<file path="src/rtl/mux_pipe.sv">
// mux_pipe: N:1 channel multiplexer feeding a STAGES-deep valid/ready
// register pipeline. Empty stages fill even while the output is stalled,
// so the pipe holds up to STAGES beats.
//
// Optional build macro MUX_PIPE_SEL_CHECK_EN: adds a sticky 'err' output.
// A beat whose sel is >= NUM_IN is then consumed without entering the pipe
// as a valid beat. Without the macro such a beat carries channel 0 data and
// its raw sel value.
module mux_pipe #(
  parameter int WIDTH  = 4,
  parameter int NUM_IN = 2,
  parameter int STAGES = 2,
  localparam int SEL_W = $clog2(NUM_IN)
) (
  input  logic                    clk,
  input  logic                    rst,
  input  logic [NUM_IN*WIDTH-1:0] in_data,
  input  logic [SEL_W-1:0]        sel,
  input  logic                    in_valid,
  output logic                    in_ready,
  output logic [WIDTH-1:0]        out_data,
  output logic [SEL_W-1:0]        out_sel,
  output logic                    out_valid,
  input  logic                    out_ready
`ifdef MUX_PIPE_SEL_CHECK_EN
  ,
  output logic                    err
`endif
);

  logic [WIDTH-1:0]  mux_out;
  logic [WIDTH-1:0]  data_q [STAGES];
  logic [SEL_W-1:0]  sel_q  [STAGES];
  logic [STAGES-1:0] v_q;
  logic [STAGES-1:0] open_s;
  logic              accept;
  logic              beat_ok;

  // Channel select; any sel with no matching channel falls back to channel 0
  always_comb begin
    mux_out = in_data[WIDTH-1:0];
    for (int k = 1; k < NUM_IN; k++) begin
      if (sel == k[SEL_W-1:0]) mux_out = in_data[k*WIDTH +: WIDTH];
    end
  end

  // A stage can advance when it or any stage after it is empty, or the
  // consumer is taking the last beat. Written as a reduction over the tail
  // of the valid vector to avoid a combinational chain through open_s.
  for (genvar i = 0; i < STAGES; i++) begin : g_open
    assign open_s[i] = out_ready || !(&v_q[STAGES-1:i]);
  end

  assign in_ready = open_s[0];
  assign accept   = in_valid && open_s[0];

`ifdef MUX_PIPE_SEL_CHECK_EN
  localparam logic [SEL_W:0] NUM_IN_L = (SEL_W+1)'(NUM_IN);
  assign beat_ok = ({1'b0, sel} < NUM_IN_L);
`else
  assign beat_ok = 1'b1;
`endif

  // Pipeline registers: open stages shift forward, closed stages hold
  always_ff @(posedge clk or posedge rst) begin
    if (rst) begin
      v_q <= '0;
      for (int i = 0; i < STAGES; i++) begin
        data_q[i] <= '0;
        sel_q[i]  <= '0;
      end
    end else begin
      if (open_s[0]) begin
        v_q[0] <= accept && beat_ok;
        if (accept && beat_ok) begin
          data_q[0] <= mux_out;
          sel_q[0]  <= sel;
        end
      end
      for (int i = 1; i < STAGES; i++) begin
        if (open_s[i]) begin
          v_q[i] <= v_q[i-1];
          if (v_q[i-1]) begin
            data_q[i] <= data_q[i-1];
            sel_q[i]  <= sel_q[i-1];
          end
        end
      end
    end
  end

`ifdef MUX_PIPE_SEL_CHECK_EN
  // Sticky flag for any consumed beat that had an out-of-range sel
  always_ff @(posedge clk or posedge rst) begin
    if (rst) err <= 1'b0;
    else if (accept && !beat_ok) err <= 1'b1;
  end
`endif

  assign out_data  = data_q[STAGES-1];
  assign out_sel   = sel_q[STAGES-1];
  assign out_valid = v_q[STAGES-1];

endmodule
</file>
<file path="config.mk">
export PLATFORM = sky130hd
export DESIGN_NAME = mux_pipe
export DESIGN_NICKNAME = d
export VERILOG_FILES = /design/src/rtl/mux_pipe.sv
export SDC_FILE = /design/constraint.sdc
export NUM_CORES = 1
export LEC_CHECK = 0
export BUFFER_PORTS_ARGS = -buffer_cell sky130_fd_sc_hd__buf_2
export CAP_MARGIN = 20
export CORE_ASPECT_RATIO = 0.7
export CORE_MARGIN = 3
export CORE_UTILIZATION = 25
export CTS_CLUSTER_SIZE = 25
export DETAILED_ROUTE_END_ITERATION = 7
export PLACE_DENSITY = 0.49
export SYNTH_ARGS = -nofsm -noshare
export SYNTH_HDL_FRONTEND = slang
export SYNTH_SLANG_ARGS = --single-unit
export TNS_END_PERCENT = 20
</file>
<file path="constraint.sdc">
create_clock -name clk -period 2.4 [get_ports clk]
set_input_delay 0.24 -clock clk [delete_from_list [all_inputs] [get_ports clk]]
set_output_delay 0.24 -clock clk [all_outputs]
set_load 0.03 [all_outputs]
</file>
### Word-level counts from Yosys, hierarchy flattened

Cells that the tools add are included.
Widths: inputs -> output; s select.

| cells by class | value |
|---|---|
| muxes and demuxes | 1 |
| reductions and logical operators | 8 |

Operators by type and width:

| cell | number |
|---|---|
| $reduce_and 2->1 | 3 |
| $mux 4 | 1 |
| $logic_not 1->1 | 2 |
| $logic_or 1x1->1 | 2 |
| $logic_and 1x1->1 | 1 |

| storage, ports and cells | value |
|---|---|
| flip-flop bits (word level) | 12 |
| input port bits | 13 |
| output and inout port bits | 7 |
| logic and storage cells | 15 |

### Depth between registers and ports, before layout

| logic depth | value |
|---|---|
| depth after elaboration | 5 |
| gate-level depth with buffers | 4 |

### Worst setup path before layout

No wires, ideal clock.

| path | value |
|---|---|
| kind | register to register |
| start point | register v_q[1] |
| end point | register data_q (netlist bit out_data[0]) |
| setup time | 0.125 ns |
| arrival | 1.069 ns |
| data required time | 2.275 ns |
| setup slack | 1.205 ns |
| cell stages (with the launch flop) | 4 |
| path buffers | 0 |
| clock period less this slack | 1.195 ns |
| cell sequence | dfrtp_1 nand2b_2 nand2_4 mux2_4 |

| on the way | value |
|---|---|
| longest elaborated chain between the ends | 3 |

RTL lines:

| item | line | RTL |
|---|---|---|
| start, declared | 34 | `logic [STAGES-1:0] v_q;` |
| start signal, assigned by index | 82 | `v_q[i] <= v_q[i-1];` |
| $logic_not 1->1 | 51 | `assign open_s[i] = out_ready \|\| !(&v_q[STAGES-1:i]);` |
| $logic_or 1x1->1 | 51 |  |
| $reduce_and 2->1 (no line) | - |  |
| end signal, assigned by index | 84 | `data_q[i] <= data_q[i-1];` |
| end, declared | 32 | `logic [WIDTH-1:0] data_q [STAGES];` |

Every way passes these cells.
A chain may end at the register's enable or synchronous reset.

### Final worst setup path

| path | value |
|---|---|
| start point | register v_q[1] |
| end point | output port in_ready |

| on the way | value |
|---|---|
| longest elaborated chain between the ends | 3 |

RTL lines:

| item | line | RTL |
|---|---|---|
| $reduce_and 2->1 | 51 |  |
| $logic_not 1->1 | 51 |  |
| $logic_or 1x1->1 | 51 |  |
| end, declared | 20 | `output logic in_ready,` |

Every way passes these cells.

==> impl_metrics.py <==
metrics = {
    "route": {
        "antenna_left": 0,
        "drc": 0,
        "vias": 350,
        "wl_per_cell_microns": 10.5,
        "initialDrtViolationCount": 6,
        "wl_microns": 954,
        "routed_via_density": 3.85,
        "drt_pass1_iterations": 4,
    },
    "yosys": {
        "ys_ff_latch": 12,
        "synth_top_area_share_pct": 52.1,
        "yosys_warnings": 0,
        "yosys-top-cells-area": "dfrtp_1 (52%), mux2_4 (13%), mux2i_1 (6.9%)",
        "synth.distinct_cells": 15,
        "avgSynthCellArea_sq_um": 13.1,
        "synthCells": 44,
        "syn_nets": 57,
        "syn-cell-area_sq_um": 577,
        "seq_area_frac_synth_pct": 52.1,
        "synth_largest_area_cell": "dfrtp_1",
    },
    "cells_and_area": {
        "final_common_cell": "buf_2",
        "mostFrequentLayoutCells": "buf_2 (19), dfrtp_1 (12), mux2_4 (5)",
        "antenna_cells": 0,
        "finalNetCount": 75,
        "drive_above_1_share_pct": 50.8,
        "area_growth_pct": 21.7,
    },
    "clock_tree": {
        "h-tree-depth": 1,
        "cts_buffers": 3,
        "cts-root-buf": "clkbuf_4",
        "cts_tree": "done",
        "cts_buffer_depth": 2,
        "cts.sinks": 12,
        "clkLatencyLatePin_ns": 0.27,
        "path_clk_slew_ns": 0.08,
        "cts_setup_buffers": 0,
    },
    "power_and_ir_drop": {
        "p_seq_share_pct": 45.1,
        "power_switching_mw": 0.179,
        "vdd_drop_max_mv": 0.243,
        "p_clk_share_pct": 27.0,
        "p_per_area_mw_per_mm2": 827,
        "p_leak_nw": 0.342,
        "internal_power_mw": 0.402,
        "combPwrFrac_pct": 27.9,
        "p_sw_share_pct": 30.7,
    },
    "timing": {
        "hold_viol_final": 0,
        "rsz0062_at_grt": "false",
        "setup_viol": 0,
        "max_slew_margin_pct": 70.6,
        "holdWs_ns": 0.275,
        "fin_crit_sh_pct": 57.6,
        "post-route-min-period_ns": 1.38,
        "worst_pin_slew_ns": 0.441,
        "skew_ns": 0.00364,
        "setup_slack_ns": 1.02,
        "max_freq_mhz": 723,
        "final.setup.tns_ns": 0,
        "timing.final.max_slew_violations": 0,
    },
    "place": {
        "port_buffers": 19,
        "gp_congestion": 0.679,
        "dpl_worst_slack_ns": 1.17,
    },
    "hold_path": {
        "hp-class": "in -> reg",
    },
    "grt": {
        "grt_pass1_wl_microns": 1580,
        "overflow": 0,
        "grtUsageTotal_pct": 7.80,
        "grt_pass1_vias": 349,
        "antenna_found_initial": 0,
        "grt_max_degree": 13,
    },
    "floorplan": {
        "fp.dieW_microns": 63.4,
        "fp-row-count": 13,
        "core_sq_mm": 0.00202,
        "die_y_microns": 46.2,
        "pin_count": 20,
        "dieArea_sq_mm": 0.00293,
        "start_util_pct": 28.6,
    },
    "worst_setup_path": {
        "arrival_ns": 1.14,
        "cp_max_fo": 11,
        "endpoint_kind": "output pin",
        "crit_required_ns": 2.16,
        "cp-start-kind": "register",
        "crit_type": "reg -> out",
    },
    "job": {
        "cap_violations": 0,
    },
    "outcome": {
        "status": "completed",
    },
}
[cell usage after synthesis]
| master | count |
|---|---|
| a21oi_1 | 4 |
| a31oi_1 | 4 |
| buf_4 | 5 |
| buf_6 | 1 |
| clkbuf_2 | 1 |
| dfrtp_1 | 12 |
| inv_1 | 1 |
| mux2_1 | 1 |
| mux2_4 | 5 |
| mux2i_1 | 4 |
| nand2_1 | 1 |
| nand2_4 | 1 |
| nand2b_1 | 2 |
| nand2b_2 | 1 |
| nand3b_2 | 1 |
[worst max-delay path, stage by stage, from the launching register on]
cell and delay [ns]:
dfrtp_1 0.42, nand3b_2 0.21, buf_2 0.24
[kinds of logic after synthesis]
family	count (synthesis)	share of synthesized area (%)
DFF	12	52.1
muxes	10	21.9
AOI/OAI and AO/OA	8	7.81
buffers and inverters	8	9.98
and+or+nand+nor	6	8.24
[registers in the layout (all words and copies together) (netlist names)]
| name | flops |
|---|---|
| data_q | 4 |
| out_data | 4 |
| out_sel | 1 |
| sel_q | 1 |
| v_q | 2 |
[metal layers]
layer	share of wire, %	GRT usage [%]	up-vias
met1	57	10.5	143
met5	0	0	-
met3	7.9	3.66	2
li1	-	-	185
met4	2.0	5.15	0
met2	33	9.75	20
[metrics by stage]
step | cells | total power [mW] | util (%) | cell area, sq um
detailed placement | 86 | 0.430 | 32.5 | 656
global placement | 86 | 0.428 | 32.5 | 656
floorplan | 44 | 0.411 | - | 577
CTS | 91 | 0.588 | 34.8 | 702
finish | 91 | 0.581 | 34.8 | 702
global route | 91 | 0.619 | 34.8 | 702
[final cells by class]
| class | instances | area, sq um |
|---|---|---|
| clock buffers | 4 | 36.3 |
| fillers | 213 | 1320 |
| inverters | 1 | 3.75 |
| multi-input cells | 24 | 219 |
| flip-flops and latches | 12 | 300 |
| well taps | 30 | 37.5 |
| repair buffers | 20 | 105 |
[path summary, 6_finish.rpt]
| check | from | end | slack (ns) | depth (start not counted) |
|---|---|---|---|---|
| worst max-delay path | v_q[1] | in_ready | 1.02 | 2 |
| worst min-delay path | out_ready | v_q[1] | 0.27 | 3 |
| worst max register to register | v_q[0] | sel_q[1] | 1.20 | 3 |
| worst min register to register | out_sel | out_sel | 0.51 | 1 |
| max in group asynchronous | rst | v_q[0] | 1.59 | 3 |
| min in group asynchronous | rst | out_data[3] | 0.51 | 3 |
[power by group through the flow]
stage               logic (mW)  clock network (mW)  registers [mW]
global placement         0.161                   0           0.266
global route             0.173               0.176           0.270
detailed placement       0.163                   0           0.267
floorplan                0.139                   0           0.272
CTS                      0.164               0.161           0.263
finish                   0.162               0.157           0.262
[timing repair]
action,4_1_cts,5_1_grt
resized for setup,0,0
hold endpoints to repair,12,0
hold buffers,1,0
Note: power is estimated with default switching activity, not from simulation.
